File: src/rtl/cpu_ctrl_sequencer_pkg.sv
// ---------------------------------------------------------------------------
// cpu_ctrl_sequencer_pkg
// Shared definitions for the multi-cycle control sequencer of the 16-bit CPU:
// state encodings, state/perf-counter widths and a small helper that tells
// which states sit on the memory handshake (and therefore run the wait timer).
// ---------------------------------------------------------------------------
package cpu_ctrl_sequencer_pkg;

    localparam int STATE_W = 3;
    localparam int PERF_W  = 32;

    typedef enum logic [STATE_W-1:0] {
        S_FETCH     = 3'd0,
        S_DECODE    = 3'd1,
        S_REGREAD   = 3'd2,
        S_EXECUTE   = 3'd3,
        S_MEMORY    = 3'd4,
        S_WRITEBACK = 3'd5,
        S_HALT      = 3'd6,
        S_FAULT     = 3'd7
    } state_t;

    // States that hold O_mem_req and wait on I_mem_ready.
    function automatic logic is_wait_state(input state_t s);
        return (s == S_FETCH) || (s == S_MEMORY);
    endfunction

endpackage

File: src/rtl/cpu_ctrl_sequencer_if.sv
// ---------------------------------------------------------------------------
// cpu_ctrl_sequencer_if
// Bundles the sequencer's decoded-instruction inputs, memory handshake and
// datapath enable strobes.
//   master : the sequencer (drives O_*, reads I_*)
//   slave  : datapath / memory / environment (drives I_*, reads O_*)
// Signals:
//   I_halt_req, I_mem_ready, I_is_load, I_is_store, I_writes_rd  (to sequencer)
//   O_state[3], O_decode_en, O_reg_en, O_rD_write, O_alu_en, O_mem_req,
//   O_mem_we, O_pc_en, O_halted, O_fault, O_cycle_count[32], O_retired[32]
// ---------------------------------------------------------------------------
interface cpu_ctrl_sequencer_if;
    import cpu_ctrl_sequencer_pkg::*;

    logic               I_halt_req;
    logic               I_mem_ready;
    logic               I_is_load;
    logic               I_is_store;
    logic               I_writes_rd;
    logic [STATE_W-1:0] O_state;
    logic               O_decode_en;
    logic               O_reg_en;
    logic               O_rD_write;
    logic               O_alu_en;
    logic               O_mem_req;
    logic               O_mem_we;
    logic               O_pc_en;
    logic               O_halted;
    logic               O_fault;
    logic [PERF_W-1:0]  O_cycle_count;
    logic [PERF_W-1:0]  O_retired;

    modport master (
        input  I_halt_req, I_mem_ready, I_is_load, I_is_store, I_writes_rd,
        output O_state, O_decode_en, O_reg_en, O_rD_write, O_alu_en,
               O_mem_req, O_mem_we, O_pc_en, O_halted, O_fault,
               O_cycle_count, O_retired
    );

    modport slave (
        output I_halt_req, I_mem_ready, I_is_load, I_is_store, I_writes_rd,
        input  O_state, O_decode_en, O_reg_en, O_rD_write, O_alu_en,
               O_mem_req, O_mem_we, O_pc_en, O_halted, O_fault,
               O_cycle_count, O_retired
    );

endinterface

File: src/rtl/cpu_ctrl_sequencer_wait_timer.sv
// ---------------------------------------------------------------------------
// ctrl_wait_timer
// Counts cycles spent waiting for memory ready and flags when the wait has
// reached MAX_COUNT. MAX_COUNT = 0 disables the timeout (O_expired stays 0).
// Ports:
//   I_clk      clock
//   I_reset    asynchronous active-high reset (counter -> 0)
//   I_clear    synchronous clear, takes priority over I_count
//   I_count    increment by one this cycle
//   O_expired  counter == MAX_COUNT (combinational from the counter)
// ---------------------------------------------------------------------------
module ctrl_wait_timer #(
    parameter int MAX_COUNT = 15
) (
    input  logic I_clk,
    input  logic I_reset,
    input  logic I_clear,
    input  logic I_count,
    output logic O_expired
);

    localparam int W = (MAX_COUNT > 0) ? $clog2(MAX_COUNT + 1) : 1;

    logic [W-1:0] count_q;

    // Wait counter: cleared whenever the sequencer changes state, so each
    // FETCH/MEMORY visit starts counting from zero.
    always_ff @(posedge I_clk or posedge I_reset) begin
        if (I_reset) begin
            count_q <= '0;
        end else if (I_clear) begin
            count_q <= '0;
        end else if (I_count) begin
            count_q <= count_q + 1'b1;
        end
    end

    assign O_expired = (MAX_COUNT != 0) && (count_q == W'(MAX_COUNT));

endmodule

File: src/rtl/cpu_ctrl_sequencer.sv
// ---------------------------------------------------------------------------
// cpu_ctrl_sequencer
// Multi-cycle control sequencer for the 16-bit CPU core. Walks each
// instruction through FETCH/DECODE/REGREAD/EXECUTE/[MEMORY]/WRITEBACK and
// drives the decoder, register file, ALU, PC and memory-port enables. Handles
// the memory ready handshake with a bounded wait (-> FAULT), HALT and FAULT.
// Parameters:
//   MEM_WAIT_MAX  cycles a request may wait for ready before FAULT (0 = never)
// Ports:
//   I_clk    clock, all state on posedge
//   I_reset  asynchronous active-high reset (state -> HALT)
//   bus      cpu_ctrl_sequencer_if.master (decoded inputs, handshake, strobes)
// Configuration:
//   CTRL_PERF_COUNT_EN  defined: O_cycle_count / O_retired count (wrapping);
//                       undefined: both tied to 0, no counter flops.
// ---------------------------------------------------------------------------
module cpu_ctrl_sequencer
    import cpu_ctrl_sequencer_pkg::*;
#(
    parameter int MEM_WAIT_MAX = 15
) (
    input  logic                 I_clk,
    input  logic                 I_reset,
    cpu_ctrl_sequencer_if.master bus
);

    state_t state, next_state;
    logic   wait_clear, wait_count, wait_expired;

    logic decode_en_d, reg_en_d, rd_write_d, alu_en_d, mem_req_d, mem_we_d;
    logic pc_en_d, halted_d, fault_d;
    logic decode_en_q, reg_en_q, rd_write_q, alu_en_q, mem_req_q, mem_we_q;
    logic pc_en_q, halted_q, fault_q;

    ctrl_wait_timer #(.MAX_COUNT(MEM_WAIT_MAX)) u_wait_timer (
        .I_clk     (I_clk),
        .I_reset   (I_reset),
        .I_clear   (wait_clear),
        .I_count   (wait_count),
        .O_expired (wait_expired)
    );

    // State register; reset parks the core in HALT.
    always_ff @(posedge I_clk or posedge I_reset) begin
        if (I_reset) begin
            state <= S_HALT;
        end else begin
            state <= next_state;
        end
    end

    // Next-state logic. Ready in the same cycle the timer expires wins.
    always_comb begin
        next_state = state;
        case (state)
            S_HALT:      if (!bus.I_halt_req) next_state = S_FETCH;
            S_FETCH: begin
                if (bus.I_mem_ready)       next_state = S_DECODE;
                else if (wait_expired)     next_state = S_FAULT;
            end
            S_DECODE:    next_state = S_REGREAD;
            S_REGREAD:   next_state = S_EXECUTE;
            S_EXECUTE:   next_state = (bus.I_is_load || bus.I_is_store) ? S_MEMORY : S_WRITEBACK;
            S_MEMORY: begin
                if (bus.I_mem_ready)       next_state = S_WRITEBACK;
                else if (wait_expired)     next_state = S_FAULT;
            end
            S_WRITEBACK: next_state = bus.I_halt_req ? S_HALT : S_FETCH;
            S_FAULT:     next_state = S_FAULT;
            default:     next_state = S_FAULT;
        endcase
    end

    // Any state change restarts the wait timer; it only advances while a
    // request is stalled in place.
    assign wait_clear = (next_state != state);
    assign wait_count = is_wait_state(state) && !bus.I_mem_ready && !wait_clear;

    // Strobes are decoded from next_state and registered, so they line up
    // exactly with the state register. A load+store instruction writes.
    always_comb begin
        decode_en_d = 1'b0;
        reg_en_d    = 1'b0;
        rd_write_d  = 1'b0;
        alu_en_d    = 1'b0;
        mem_req_d   = 1'b0;
        mem_we_d    = 1'b0;
        pc_en_d     = 1'b0;
        halted_d    = 1'b0;
        fault_d     = 1'b0;
        case (next_state)
            S_FETCH:     mem_req_d   = 1'b1;
            S_DECODE:    decode_en_d = 1'b1;
            S_REGREAD:   reg_en_d    = 1'b1;
            S_EXECUTE:   alu_en_d    = 1'b1;
            S_MEMORY: begin
                mem_req_d = 1'b1;
                mem_we_d  = bus.I_is_store;
            end
            S_WRITEBACK: begin
                pc_en_d    = 1'b1;
                reg_en_d   = bus.I_writes_rd;
                rd_write_d = bus.I_writes_rd;
            end
            S_HALT:      halted_d = 1'b1;
            S_FAULT:     fault_d  = 1'b1;
            default:     fault_d  = 1'b1;
        endcase
    end

    // Output registers; the async reset drops an in-flight O_mem_req at once.
    always_ff @(posedge I_clk or posedge I_reset) begin
        if (I_reset) begin
            decode_en_q <= 1'b0;
            reg_en_q    <= 1'b0;
            rd_write_q  <= 1'b0;
            alu_en_q    <= 1'b0;
            mem_req_q   <= 1'b0;
            mem_we_q    <= 1'b0;
            pc_en_q     <= 1'b0;
            halted_q    <= 1'b1;
            fault_q     <= 1'b0;
        end else begin
            decode_en_q <= decode_en_d;
            reg_en_q    <= reg_en_d;
            rd_write_q  <= rd_write_d;
            alu_en_q    <= alu_en_d;
            mem_req_q   <= mem_req_d;
            mem_we_q    <= mem_we_d;
            pc_en_q     <= pc_en_d;
            halted_q    <= halted_d;
            fault_q     <= fault_d;
        end
    end

    assign bus.O_state     = state;
    assign bus.O_decode_en = decode_en_q;
    assign bus.O_reg_en    = reg_en_q;
    assign bus.O_rD_write  = rd_write_q;
    assign bus.O_alu_en    = alu_en_q;
    assign bus.O_mem_req   = mem_req_q;
    assign bus.O_mem_we    = mem_we_q;
    assign bus.O_pc_en     = pc_en_q;
    assign bus.O_halted    = halted_q;
    assign bus.O_fault     = fault_q;

`ifdef CTRL_PERF_COUNT_EN
    logic [PERF_W-1:0] cycle_q, retired_q;

    // Perf counters: free-running cycle count and one retire per completed
    // WRITEBACK cycle; both wrap.
    always_ff @(posedge I_clk or posedge I_reset) begin
        if (I_reset) begin
            cycle_q   <= '0;
            retired_q <= '0;
        end else begin
            cycle_q <= cycle_q + 1'b1;
            if (state == S_WRITEBACK) begin
                retired_q <= retired_q + 1'b1;
            end
        end
    end

    assign bus.O_cycle_count = cycle_q;
    assign bus.O_retired     = retired_q;
`else
    assign bus.O_cycle_count = '0;
    assign bus.O_retired     = '0;
`endif

endmodule

File: src/flat_wrapper.sv
// flat-port wrapper written by rule: the top's interface ports become plain ports
module cpu_ctrl_sequencer_flat import cpu_ctrl_sequencer_pkg::*;
#(
    parameter int MEM_WAIT_MAX = 15
)
  (I_clk, I_reset, bus_I_halt_req, bus_I_mem_ready, bus_I_is_load, bus_I_is_store, bus_I_writes_rd, bus_O_state, bus_O_decode_en, bus_O_reg_en, bus_O_rD_write, bus_O_alu_en, bus_O_mem_req, bus_O_mem_we, bus_O_pc_en, bus_O_halted, bus_O_fault, bus_O_cycle_count, bus_O_retired);
  cpu_ctrl_sequencer_if bus_i ();
  input  logic I_clk;
  input  logic I_reset;
  input wire logic [$bits(bus_i.I_halt_req)-1:0] bus_I_halt_req;
  input wire logic [$bits(bus_i.I_mem_ready)-1:0] bus_I_mem_ready;
  input wire logic [$bits(bus_i.I_is_load)-1:0] bus_I_is_load;
  input wire logic [$bits(bus_i.I_is_store)-1:0] bus_I_is_store;
  input wire logic [$bits(bus_i.I_writes_rd)-1:0] bus_I_writes_rd;
  output wire logic [$bits(bus_i.O_state)-1:0] bus_O_state;
  output wire logic [$bits(bus_i.O_decode_en)-1:0] bus_O_decode_en;
  output wire logic [$bits(bus_i.O_reg_en)-1:0] bus_O_reg_en;
  output wire logic [$bits(bus_i.O_rD_write)-1:0] bus_O_rD_write;
  output wire logic [$bits(bus_i.O_alu_en)-1:0] bus_O_alu_en;
  output wire logic [$bits(bus_i.O_mem_req)-1:0] bus_O_mem_req;
  output wire logic [$bits(bus_i.O_mem_we)-1:0] bus_O_mem_we;
  output wire logic [$bits(bus_i.O_pc_en)-1:0] bus_O_pc_en;
  output wire logic [$bits(bus_i.O_halted)-1:0] bus_O_halted;
  output wire logic [$bits(bus_i.O_fault)-1:0] bus_O_fault;
  output wire logic [$bits(bus_i.O_cycle_count)-1:0] bus_O_cycle_count;
  output wire logic [$bits(bus_i.O_retired)-1:0] bus_O_retired;
  assign bus_i.I_halt_req = bus_I_halt_req;
  assign bus_i.I_mem_ready = bus_I_mem_ready;
  assign bus_i.I_is_load = bus_I_is_load;
  assign bus_i.I_is_store = bus_I_is_store;
  assign bus_i.I_writes_rd = bus_I_writes_rd;
  assign bus_O_state = bus_i.O_state;
  assign bus_O_decode_en = bus_i.O_decode_en;
  assign bus_O_reg_en = bus_i.O_reg_en;
  assign bus_O_rD_write = bus_i.O_rD_write;
  assign bus_O_alu_en = bus_i.O_alu_en;
  assign bus_O_mem_req = bus_i.O_mem_req;
  assign bus_O_mem_we = bus_i.O_mem_we;
  assign bus_O_pc_en = bus_i.O_pc_en;
  assign bus_O_halted = bus_i.O_halted;
  assign bus_O_fault = bus_i.O_fault;
  assign bus_O_cycle_count = bus_i.O_cycle_count;
  assign bus_O_retired = bus_i.O_retired;
  cpu_ctrl_sequencer #(.MEM_WAIT_MAX(MEM_WAIT_MAX)) u_core (.I_clk(I_clk), .I_reset(I_reset), .bus(bus_i));
endmodule
File: config.mk
export PLATFORM = sky130hd
export DESIGN_NAME = cpu_ctrl_sequencer_flat
export DESIGN_NICKNAME = d
export VERILOG_FILES = /design/src/rtl/cpu_ctrl_sequencer_pkg.sv /design/src/rtl/cpu_ctrl_sequencer_if.sv /design/src/rtl/cpu_ctrl_sequencer_wait_timer.sv /design/src/rtl/cpu_ctrl_sequencer.sv /design/src/flat_wrapper.sv
export SDC_FILE = /design/constraint.sdc
export NUM_CORES = 1
export LEC_CHECK = 0
export BUFFER_PORTS_ARGS = -buffer_cell sky130_fd_sc_hd__buf_4
export CAP_MARGIN = 20
export CORE_ASPECT_RATIO = 1.5
export CORE_UTILIZATION = 42
export DETAILED_ROUTE_END_ITERATION = 10
export PLACE_DENSITY_LB_ADDON = 0.25
export SLEW_MARGIN = 5
export SYNTH_ARGS = -nofsm -noshare
export SYNTH_HDL_FRONTEND = slang
export SYNTH_SLANG_ARGS = --single-unit
File: constraint.sdc
create_clock -name I_clk -period 1.6 [get_ports I_clk]
set_input_delay 0.32 -clock I_clk [delete_from_list [all_inputs] [get_ports I_clk]]
set_output_delay 0.32 -clock I_clk [all_outputs]
set_load 0.02 [all_outputs]
==> flow_metrics.py <==
metrics = {
    "global_route": {
        "overflow": 0,
        "busiest_layer": "met2",
        "grtUsageMet3": 0.0260,
        "use_met2": 0.204,
        "grt_pass1_wl_um": 2820,
        "grt_pass1_vias": 608,
        "grt_max_degree": 17,
        "grtUsageMet1": 0.124,
        "antenna_found_initial": 0,
        "track_usage": 0.121,
    },
    "clock_tree": {
        "ctsHtreeMaxLevel": 1,
        "cts_buffers": 3,
        "cts_tree": "yes",
        "clock_latency_ns": 0.25,
        "ctsHoldBuffers": 0,
        "cts_root_buf": "clkbuf_8",
        "cts_resized": 0,
        "cts_setup_buffers": 0,
        "clk_pin_slew_worst_paths_ns": 0.06,
        "clock-sinks": 16,
        "clockBufferDepth": 2,
    },
    "sta": {
        "slew_headroom": 0.609,
        "rsz0062_at_grt": "no",
        "drv_slew": 0,
        "worstMarginPinSlew_ns": 0.587,
        "skew_ns": 0.00185,
        "post-route-period-util": 0.943,
        "layout_min_cycle_time_ns": 1.51,
        "setup_tns_ns": 0,
        "timing_hold_violations_final": 0,
        "setup_violations": 0,
        "worst_slack_ns": 0.0908,
        "max_freq_ghz": 0.663,
    },
    "yosys": {
        "yosys.area.top_type": "buf_4",
        "synth_compound_area_frac": 0.101,
        "synth_area_mm2": 0.00128,
        "ys_top_cells_by_count": "65 x buf_4, 13 x dfrtp_1, 9 x nor2_1",
        "yosysWarnings": 0,
        "yosysSeqAreaShare": 0.315,
        "ys_seq_elements": 16,
        "synth_xor_area_frac": 0.0205,
        "ys.flop_type": "dfrtp_1",
        "synthMuxAreaShare": 0.00780,
        "synth_top_family_by_area": "buffers and inverters",
        "yosysTopAreaCellShare": 0.380,
        "async_reset_ff_frac": 1.00,
        "synth_most_common_cell": "buf_4",
        "syn_avg_cell_area_um2": 9.58,
        "ys_top_cells_by_area": "buf_4 38%, dfrtp_1 25%, dfstp_2 6.1%, nor2_1 2.6%, nor4b_4 1.9%",
        "synth_fa_ha_area_frac": 0.0175,
        "synth_edf_count": 0,
        "synth_cell_type_count": 37,
        "syn_inst": 134,
        "synth-simple-area-share": 0.126,
    },
    "detailed_routing": {
        "vias_per_cell": 3.92,
        "drt_pass1_iterations": 4,
        "vias": 752,
        "wl_um": 1940,
        "wl_per_cell_um": 10.1,
        "ant_nets": 0,
        "drt_drc_violations_left": 0,
        "drt_iter0_markers": 4,
    },
    "placed_design": {
        "dp_hpwl_um": 1530,
        "place_ws_ns": 0.116,
        "port_buffers": 18,
        "place_congestion": 0.850,
    },
    "worst_setup_path": {
        "cp-start-kind": "flip-flop",
        "cp_max_fo": 14,
        "cp.required_ns": 1.28,
        "cp_top_family": "flip-flops",
        "slowest_delay_ns": 0.69,
        "worstSetupEndpointType": "output pin",
        "crit_buf_inv": 1,
        "r2r_slack_ns": 0.12,
        "slowest_stage": "dfrtp_1",
        "criticalPathCategory": "reg2out",
        "arrival_ns": 1.19,
        "path_cells": "buf_4",
    },
    "job": {
        "cap_violations": 0,
    },
    "power_and_ir_drop": {
        "seqPwrFrac": 0.356,
        "p_per_area_mw_per_mm2": 1670,
        "p_leak_nw": 0.690,
        "peakVddDrop_uv": 595,
        "pwr-share-comb": 0.470,
        "p_sw_w": 0.000930,
        "p_clk_frac": 0.173,
        "p_int_w": 0.00117,
        "swShare": 0.443,
    },
    "worst_hold_path": {
        "hold_path.class": "in2async",
    },
    "cells_and_area": {
        "fillers": 303,
        "drive_gt1_frac": 0.242,
        "area_growth_syn_to_layout_pct": -2.14,
        "finalNetCount": 162,
        "antenna_cells": 0,
        "utilization": 0.431,
    },
    "floorplanning": {
        "die_area_mm2": 0.00329,
        "rows": 24,
        "coreArea_mm2": 0.00291,
        "io_pins": 83,
        "die_y_um": 69.7,
        "die_w_um": 47.1,
        "start_util": 0.441,
    },
    "run_status": {
        "status": "completed",
    },
}
## layout make-up
| type | count | area [um^2] | area share |
|---|---|---|---|
| Tap cell | 39 | 48.8 | 0.0388 |
| Sequential cell | 16 | 404 | 0.322 |
| Multi-Input combinational cell | 110 | 591 | 0.470 |
| Inverter | 4 | 15.0 | 0.0120 |
| Clock buffer | 4 | 55.1 | 0.0438 |
| Timing Repair Buffer | 19 | 143 | 0.114 |
## layer usage
metal | up-vias | routed length [um]
met1 | 351 | 642
met2 | 48 | 1060
met5 | - | 0
met4 | 0 | 60
li1 | 346 | -
met3 | 7 | 170
## metrics by stage
step / cell area, um^2 / power [W] / instances / hold WS [ns]
finish: 1260 / 0.00210 / 192 / 0.130
global route: 1260 / 0.00225 / 192 / 0.186
CTS: 1260 / 0.00212 / 192 / 0.156
detailed placement: 1200 / 0.00174 / 188 / 0.436
global placement: 1200 / 0.00174 / 188 / 0.431
floorplan: 1520 / 0.00161 / 197 / 0.232
## power groups by stage
stage	clock [W]	sequential (W)	combinational, W
floorplan	0	0.000793	0.000822
global placement	0	0.000753	0.000983
detailed placement	0	0.000756	0.000988
CTS	0.000377	0.000750	0.000992
global route	0.000395	0.000780	0.00107
finish	0.000364	0.000749	0.000988
## path summary, 6_finish.rpt
| path | end | from | depth (start not counted) |
|---|---|---|---|
| worst max register to register | u_core.bus.O_mem_we | u_core.u_wait_timer.count_q[0] | 5 |
| worst max-delay path | bus_O_state[0] | u_core.bus.O_state[0] | 1 |
| min in group I_clk | u_core.bus.O_rD_write | bus_I_writes_rd | 2 |
| worst min-delay path | u_core.bus.O_reg_en | I_reset | 2 |
| worst min register to register | u_core.u_wait_timer.count_q[0] | u_core.u_wait_timer.count_q[0] | 2 |
| max in group asynchronous | u_core.u_wait_timer.count_q[3] | I_reset | 2 |
## registers in the layout, summed over array words and instances, names as in the netlist
register,count
u_core.bus.O_halted,1
u_core.u_wait_timer.count_q,4
u_core.bus.O_rD_write,1
u_core.bus.O_reg_en,1
u_core.bus.O_decode_en,1
u_core.bus.O_mem_we,1
u_core.bus.O_mem_req,1
u_core.bus.O_pc_en,1
u_core.bus.O_fault,1
u_core.bus.O_state,3
u_core.bus.O_alu_en,1
## cells in the final DEF (no fill, tap or decap), types with 2 or more instances in the layout
| master | n |
|---|---|
| dfrtp_1 | 13 |
| buf_4 | 19 |
| nand2_1 | 5 |
| xor2_1 | 2 |
| conb_1 | 64 |
| clkbuf_8 | 4 |
| dfstp_2 | 3 |
| inv_1 | 4 |
| nor3_1 | 2 |
| a22oi_1 | 2 |
| nor2_1 | 9 |
## kinds of logic (layout without fill, tap and decap cells)
family                   count (synthesis)  count (layout)
XOR/XNOR                                 3               3
other                                    1              64
AND/OR/NAND/NOR                         27              27
multiplexers                             1               1
flip-flops                              16              16
buffers and inverters                   71              27
AO/OA/AOI/OAI                           13              13
adder cells (fa/ha/maj)                  2               2
No activity file was read; power rests on OpenSTA's default activity.
